**src/rtl/fifo_uart_tx_pkg.sv**
```systemverilog
// Shared types and constants for the FIFO-draining UART transmitter.
// The PARITY state is only reachable when FIFO_UART_TX_PARITY_EN is defined.
package fifo_uart_tx_pkg;

  typedef enum logic [2:0] {
    IDLE,
    WAIT,
    START,
    DATA,
    PARITY,
    STOP
  } tx_state_t;

  localparam logic UART_IDLE_LEVEL = 1'b1;
  localparam int   UART_DATA_W     = 8;

  // Even parity: the parity bit makes the total count of ones even.
  function automatic logic even_parity(input logic [UART_DATA_W-1:0] data);
    return ^data;
  endfunction

endpackage

```
**src/rtl/fifo_uart_tx_if.sv**
```systemverilog
// Handshake bundle between the byte FIFO, the UART transmitter and the pad.
// The slave modport is the transmitter's view; master is the FIFO/pad side.
interface fifo_uart_tx_if;
  import fifo_uart_tx_pkg::*;

  logic                   tx_en;
  logic                   fifo_empty;
  logic [UART_DATA_W-1:0] fifo_rd_data;
  logic                   fifo_rd;
  logic                   txd;
  logic                   busy;
  logic                   byte_done;

  modport master (
    output tx_en,
    output fifo_empty,
    output fifo_rd_data,
    input  fifo_rd,
    input  txd,
    input  busy,
    input  byte_done
  );

  modport slave (
    input  tx_en,
    input  fifo_empty,
    input  fifo_rd_data,
    output fifo_rd,
    output txd,
    output busy,
    output byte_done
  );

endinterface

```
**src/rtl/fifo_uart_tx_baud.sv**
```systemverilog
// Bit-period timer: counts 0..CLKS_PER_BIT-1 and flags the last cycle of each bit.
// Holding clear keeps the count at zero so every bit starts on a fresh period.
module uart_baud_counter #(
  parameter int CLKS_PER_BIT = 16
) (
  input  logic clock,
  input  logic rst,
  input  logic clear,
  output logic bit_end
);

  localparam int CNT_W = (CLKS_PER_BIT > 1) ? $clog2(CLKS_PER_BIT) : 1;
  localparam logic [CNT_W-1:0] LAST_COUNT = CNT_W'(CLKS_PER_BIT - 1);

  logic [CNT_W-1:0] count;

  always_ff @(posedge clock) begin
    if (rst || clear || (count == LAST_COUNT)) begin
      count <= '0;
    end else begin
      count <= count + CNT_W'(1);
    end
  end

  assign bit_end = (count == LAST_COUNT);

endmodule

```
**src/rtl/fifo_uart_tx.sv**
```systemverilog
// Pops bytes from the registered-read FIFO and sends them as UART frames on txd.
// Define FIFO_UART_TX_PARITY_EN to insert an even-parity bit after data bit 7.
module fifo_uart_tx
  import fifo_uart_tx_pkg::*;
#(
  parameter int CLKS_PER_BIT = 16,
  parameter int STOP_BITS    = 1
) (
  input  logic clock,
  input  logic rst,
  fifo_uart_tx_if.slave bus
);

  localparam logic LAST_STOP = (STOP_BITS == 2);

  tx_state_t              state;
  logic [UART_DATA_W-1:0] shift_reg;
  logic [2:0]             bit_idx;
  logic                   stop_idx;
  logic                   txd_reg;
  logic                   bit_end;
  logic                   baud_clear;
`ifdef FIFO_UART_TX_PARITY_EN
  logic                   parity_bit;
`endif

  // The baud counter idles at zero until START so the start bit gets a full period.
  assign baud_clear = (state == IDLE) || (state == WAIT);

  uart_baud_counter #(
    .CLKS_PER_BIT(CLKS_PER_BIT)
  ) u_baud (
    .clock  (clock),
    .rst    (rst),
    .clear  (baud_clear),
    .bit_end(bit_end)
  );

  // The pop must be combinational so rd_data is valid during the WAIT cycle.
  assign bus.fifo_rd   = !rst && (state == IDLE) && bus.tx_en && !bus.fifo_empty;
  assign bus.txd       = txd_reg;
  assign bus.busy      = (state != IDLE);
  assign bus.byte_done = (state == STOP) && bit_end && (stop_idx == LAST_STOP);

  always_ff @(posedge clock) begin
    if (rst) begin
      state      <= IDLE;
      txd_reg    <= UART_IDLE_LEVEL;
      shift_reg  <= '0;
      bit_idx    <= '0;
      stop_idx   <= 1'b0;
`ifdef FIFO_UART_TX_PARITY_EN
      parity_bit <= 1'b0;
`endif
    end else begin
      case (state)
        IDLE: begin
          txd_reg <= UART_IDLE_LEVEL;
          if (bus.fifo_rd) begin
            state <= WAIT;
          end
        end
        WAIT: begin
          shift_reg  <= bus.fifo_rd_data;
`ifdef FIFO_UART_TX_PARITY_EN
          parity_bit <= even_parity(bus.fifo_rd_data);
`endif
          bit_idx    <= '0;
          stop_idx   <= 1'b0;
          txd_reg    <= 1'b0;
          state      <= START;
        end
        START: begin
          if (bit_end) begin
            txd_reg   <= shift_reg[0];
            shift_reg <= shift_reg >> 1;
            state     <= DATA;
          end
        end
        // The shift register is consumed LSB first, so parity is captured up front.
        DATA: begin
          if (bit_end) begin
            if (bit_idx == 3'd7) begin
`ifdef FIFO_UART_TX_PARITY_EN
              txd_reg <= parity_bit;
              state   <= PARITY;
`else
              txd_reg <= UART_IDLE_LEVEL;
              state   <= STOP;
`endif
            end else begin
              bit_idx   <= bit_idx + 3'd1;
              txd_reg   <= shift_reg[0];
              shift_reg <= shift_reg >> 1;
            end
          end
        end
`ifdef FIFO_UART_TX_PARITY_EN
        PARITY: begin
          if (bit_end) begin
            txd_reg <= UART_IDLE_LEVEL;
            state   <= STOP;
          end
        end
`endif
        STOP: begin
          txd_reg <= UART_IDLE_LEVEL;
          if (bit_end) begin
            if (stop_idx == LAST_STOP) begin
              state <= IDLE;
            end else begin
              stop_idx <= 1'b1;
            end
          end
        end
        default: begin
          txd_reg <= UART_IDLE_LEVEL;
          state   <= IDLE;
        end
      endcase
    end
  end

endmodule

```
**src/flat_wrapper.sv**
```systemverilog
// flat-port wrapper written by rule: the top's interface ports become plain ports
module fifo_uart_tx_flat import fifo_uart_tx_pkg::*;
#(
  parameter int CLKS_PER_BIT = 16,
  parameter int STOP_BITS    = 1
)
  (clock, rst, bus_tx_en, bus_fifo_empty, bus_fifo_rd_data, bus_fifo_rd, bus_txd, bus_busy, bus_byte_done);
  fifo_uart_tx_if bus_i ();
  input  logic clock;
  input  logic rst;
  input wire logic [$bits(bus_i.tx_en)-1:0] bus_tx_en;
  input wire logic [$bits(bus_i.fifo_empty)-1:0] bus_fifo_empty;
  input wire logic [$bits(bus_i.fifo_rd_data)-1:0] bus_fifo_rd_data;
  output wire logic [$bits(bus_i.fifo_rd)-1:0] bus_fifo_rd;
  output wire logic [$bits(bus_i.txd)-1:0] bus_txd;
  output wire logic [$bits(bus_i.busy)-1:0] bus_busy;
  output wire logic [$bits(bus_i.byte_done)-1:0] bus_byte_done;
  assign bus_i.tx_en = bus_tx_en;
  assign bus_i.fifo_empty = bus_fifo_empty;
  assign bus_i.fifo_rd_data = bus_fifo_rd_data;
  assign bus_fifo_rd = bus_i.fifo_rd;
  assign bus_txd = bus_i.txd;
  assign bus_busy = bus_i.busy;
  assign bus_byte_done = bus_i.byte_done;
  fifo_uart_tx #(.CLKS_PER_BIT(CLKS_PER_BIT), .STOP_BITS(STOP_BITS)) u_core (.clock(clock), .rst(rst), .bus(bus_i));
endmodule
```
**config.mk**
```make
export PLATFORM = sky130hd
export DESIGN_NAME = fifo_uart_tx_flat
export DESIGN_NICKNAME = d
export VERILOG_FILES = /design/src/rtl/fifo_uart_tx_pkg.sv /design/src/rtl/fifo_uart_tx_if.sv /design/src/rtl/fifo_uart_tx_baud.sv /design/src/rtl/fifo_uart_tx.sv /design/src/flat_wrapper.sv
export SDC_FILE = /design/constraint.sdc
export NUM_CORES = 1
export LEC_CHECK = 0
export BUFFER_PORTS_ARGS = -buffer_cell sky130_fd_sc_hd__buf_2
export CAP_MARGIN = 20
export CORE_MARGIN = 4
export CORE_UTILIZATION = 49
export DETAILED_ROUTE_END_ITERATION = 6
export PLACE_DENSITY = 0.7
export SLEW_MARGIN = 10
export SYNTH_ARGS = -nofsm -noshare
export SYNTH_HDL_FRONTEND = slang
export SYNTH_SLANG_ARGS = --single-unit
```
**constraint.sdc**
```tcl
create_clock -name clock -period 2 [get_ports clock]
set_input_delay 0.4 -clock clock [delete_from_list [all_inputs] [get_ports clock]]
set_output_delay 0.4 -clock clock [all_outputs]
set_load 0.02 [all_outputs]
```
; ---- Yosys cells after proc, flatten, opt, wreduce, memory -nomap -nowiden
; Index checks and enable logic that the tools add are counted.
[totals]
reg_bits = 20
latchBits = 0
mem_bits_rw = 0
rom_bits = 0
inputBits = 12
output_inout_bits = 4
n_memories = 0
[classes]
n_addsub = 2
n_mul = 0
n_div = 0
magnitude_cmp = 0
eq_ne = 13
shift = 0
n_mux = 21
bitwise_logic = 1
reduce_logical = 20
[op_table]
columns = operator, count
row1 = 2-to-1 mux 3 bit, 8
row2 = 2-to-1 mux 8 bit, 3
row3 = case mux 8 bit (3 select lines), 1
row4 = case mux 3 bit (5 select lines), 1
row5 = != test 2 x 1 -> 1 bit (second input constant), 4
row6 = == test 3 x 2 -> 1 bit (second input constant), 2
row7 = == test 3 bit (second input constant), 2
row8 = != test 2 bit (second input constant), 3
row9 = case mux 3 bit (2 select lines), 1
row10 = AND reduction 6 bit, 1
row11 = nonzero test 3 bit, 2
row12 = logical AND 1 bit, 5
row13 = 2-to-1 mux 1 bit, 5
row14 = adder 4 x 1 -> 4 bit (second input constant), 1
row15 = == test 4 bit (second input constant), 1
row16 = AND reduction 2 bit, 2
row17 = AND reduction 4 bit, 1
row18 = nonzero test 2 bit, 2
row19 = adder 3 x 1 -> 3 bit (second input constant), 1
row20 = == test 3 x 1 -> 1 bit (second input constant), 1
row21 = zero test 3 bit, 1
row22 = logical OR 1 bit, 3
row23 = case mux 1 bit (3 select lines), 1
row24 = AND reduction 3 bit, 1
row25 = other kinds (3), 4

; ---- Longest topological paths before layout
[depth]
depth_word = 6
ltp_mapped = 5
depth_no_buf = 5

; ---- Cells and area by module
; A second synthesis with hierarchy kept.
[unflattened]
cells_unflattened = 114
area_unflattened_um2 = 970.9
[modules_own_cells]
columns = module, instances, cells_per_inst, area_each_um2
row1 = fifo_uart_tx, 1, 98, 813.3
row2 = uart_baud_counter, 1, 16, 157.7

; ---- Worst setup path before layout
; OpenSTA, ideal clock, no wires.
[synth_path]
path_type = flip-flop to output port
start = reg u_core.u_baud.count[0]
end = out bus_byte_done
arrival_time_ns = 1.419
t_required_ns = 1.600
slack_ns = 0.181
path_stages_with_launch = 4
cell_sequence = dfxtp_1 ha_1 nand4b_1 nor4bb_1
[synth_via]
elab_chain_len = 3
[synth_rtl]
columns = element, line
row1 = start: declaration, fifo_uart_tx_baud.sv:15  ; logic [CNT_W-1:0] count;
row2 = start signal: assignment, fifo_uart_tx_baud.sv:21  ; count <= count + CNT_W'(1);
row3 = == test 4 bit, fifo_uart_tx_baud.sv:25  ; assign bit_end = (count == LAST_COUNT);
row4 = logical AND 1 bit (2 in series), fifo_uart_tx.sv:43  ; assign bus.byte_done = (state == STOP) && bit_end && (stop_idx == LAST_STOP);
row5 = end: declaration, flat_wrapper.sv:17  ; output wire logic [$bits(bus_i.byte_done)-1:0] bus_byte_done;
; Every way passes these cells.

; ---- Final worst setup path
; Ends and elaborated chain as after synthesis.

==> run_results.csv <==
group,metric,value,unit
outcome,status,"complete, no violations",
clock_tree,cts_num_sinks,20,
routing,wl_per_cell,12.3,µm
final_layout,largest_reg_flops,8,
yosys,async_reset_ff_frac,0,
routing,viasPerCell,5.44,
clock_tree,cts_made_buffers,3,
clock_tree,htree_levels,1,
routing,drc_errors,0,
final_layout,drive_above_1_share,0.287,
grt,gr-total-overflow,0,
yosys,synth_fp_nets,129,
pwr,p_leak,0.000506,µW
grt,grt_pass1_vias,778,
routing,detail-route-antenna-nets,0,
clock_tree,hold_buffers,0,
timing,drv_slew,0,
timing,worst_pin_slew,365,ps
final_layout,most-common-layout-cells,"nand2_1 (20), dfxtp_1 (19), buf_2 (15)",
place,port_buffers,15,
yosys,ys_seq_area_frac,0.373,
timing,relSlewSlack,0.757,
routing,dr.pass1.iters,4,
yosys,synth_warnings,0,
routing,drt_iter0_markers,10,
yosys,yosys.cell_types.count,38,
routing,drt-total-wl,1910,µm
timing,fin_ws,124,ps
floorplanning,rows,16,
floorplanning,start_util,0.532,
timing,period_minus_slack,1880,ps
worst_setup_path,arrival,1480,ps
worst_setup_path,worst_setup_path_start_kind,"flip-flop",
worst_setup_path,path_class,"flip-flop to output pin",
floorplanning,die_x,54.8,µm
floorplanning,io_pins,16,
worst_setup_path,critPathCaptureType,"output pin",
clock_tree,cts_tree,"built",
pwr,peakVddDrop,0.000355,V
clock_tree,clkSlewWorstSetupHoldPaths,100,ps
grt,grt_pass1_wl,3300,µm
final_layout,area_delta_synth_final,11.4,%
yosys,ys_ff_latch,20,
timing,timing.fmax,533,MHz
clock_tree,clock_latency,300,ps
final_layout,diodes,0,
grt,antenna_found_initial,0,
final_layout,n_fill_cell,188,
pwr,p_per_area,591,nW/µm²
timing,hold_violations,0,
timing,period_share,0.938,
timing,rsz0062_at_grt,"false",
yosys,synth_flop_cell,"dfxtp_1",
floorplanning,die_area,3010,µm²
yosys,syn_avg_cell_area,9.43,µm²
timing,fin_setup_tns,0,ps
hold_path,min_path_type,"input pin to flip-flop",
yosys,syn_inst,114,
final_layout,layout_commonest_cell,"nand2_1",
place,gp_congestion,0.728,
routing,vias,848,
grt,grt_start_max_net_pins,18,
run,drv_cap,0,
final_layout,num-nets-final,145,
clock_tree,cts_buffer_depth,2,
worst_setup_path,required,1600,ps
clock_tree,root_buffer,"clkbuf_4",
timing,finClkSkew,5.05,ps
grt,grt_usage,0.155,
place,post-place-ws,406,ps
place,dp_hpwl,1420,µm
yosys,synth_edf_count,0,
worst_setup_path,cp_max_fo,4,
yosys,syn_area,1070,µm²
floorplanning,die_y,54.8,µm
pwr,design_power_total,708,µW
floorplanning,coreArea,2020,µm²
timing,setup_viol,0,
## critical path: stages, from the launching register on
cell      delay (ps)
dfxtp_2          350
ha_2             210
nand4b_1         140
nor4bb_1         270
buf_2            200
## synth_stat cells, types with 2 or more instances
library cell	instances	share of area
inv_1	3	0.010
a31oi_1	3	0.017
a41oi_1	2	0.016
ha_1	3	0.035
mux2i_1	7	0.065
buf_2	3	0.014
mux2_2	7	0.073
nor3_1	3	0.014
nand2b_1	2	0.012
nand4b_1	2	0.016
nand3_1	4	0.019
dfxtp_1	20	0.37
nor2b_1	2	0.012
nand4_1	2	0.012
buf_6	2	0.021
nor3b_1	3	0.021
o21ai_1	2	0.0093
nand2_1	20	0.070
nand3b_1	3	0.021
nor2_1	3	0.010
## per-layer routing
layer	part of all wire	global-route usage	up-vias	wire length (µm)
met5	0	0	-	0
met4	0.025	0.0996	0	47
met3	0.051	0.0327	5	98
met2	0.42	0.220	18	808
met1	0.50	0.208	385	956
li1	-	-	440	-
## through the flow
step | utilization | hold WS (ps) | cells | instance area (µm²)
CTS | 0.587 | 324 | 155 | 1190
global placement | 0.569 | 439 | 151 | 1150
floorplan | - | 429 | 114 | 1070
detailed placement | 0.569 | 451 | 151 | 1150
finish | 0.592 | 335 | 156 | 1200
global route | 0.592 | 369 | 156 | 1200
## worst paths after layout
kind                                                   startpoint                           endpoint  slack (ps)  depth (start not counted)
worst max-delay path            u_core.u_baud.count[0]$_SDFF_PP0_                      bus_byte_done         120                          4
worst min register to register  u_core.u_baud.count[0]$_SDFF_PP0_  u_core.u_baud.count[0]$_SDFF_PP0_         430                          1
worst min-delay path                          bus_fifo_rd_data[7]   u_core.shift_reg[7]$_SDFFE_PP0P_         340                          3
worst max register to register     u_core.bit_idx[0]$_SDFFE_PP0P_   u_core.shift_reg[3]$_SDFFE_PP0P_         440                          5
## cell families (layout without fill, tap and decap cells)
group                      count (synthesis)  after routing  share of synthesized area
adders and majority gates                  3              3                     0.0349
xor gates and xnor gates                   2              2                     0.0163
DFF                                       20             20                      0.373
and+or+nand+nor                           52             52                      0.285
AOI/OAI and AO/OA                         12             12                     0.0931
buffers and inverters                     11             26                     0.0594
muxes                                     14             14                      0.139
## where the power goes
part           internal, µW  switching, µW  total, µW  leakage (µW)
clock network           111            123        234     0.0000210
logic                  31.7           32.2       63.9      0.000323
registers               404           5.82        410      0.000162
## what timing repair did
action | CTS | global route
setup endpoints to repair | 0 | 1
resized for setup | 0 | 2
endpoints found under the hold margin | 0 | 0
buffers inserted | 0 | 1
## final cells by class
cell class	count	area, µm²	area share
clock buffers	4	36.3	0.0303
inverters	4	15.0	0.0125
flip-flops and latches	20	402	0.335
multi-input cells	83	613	0.512
repair buffers	18	97.6	0.0815
well taps	27	33.8	0.0282
(Power assumes the default switching activity.)
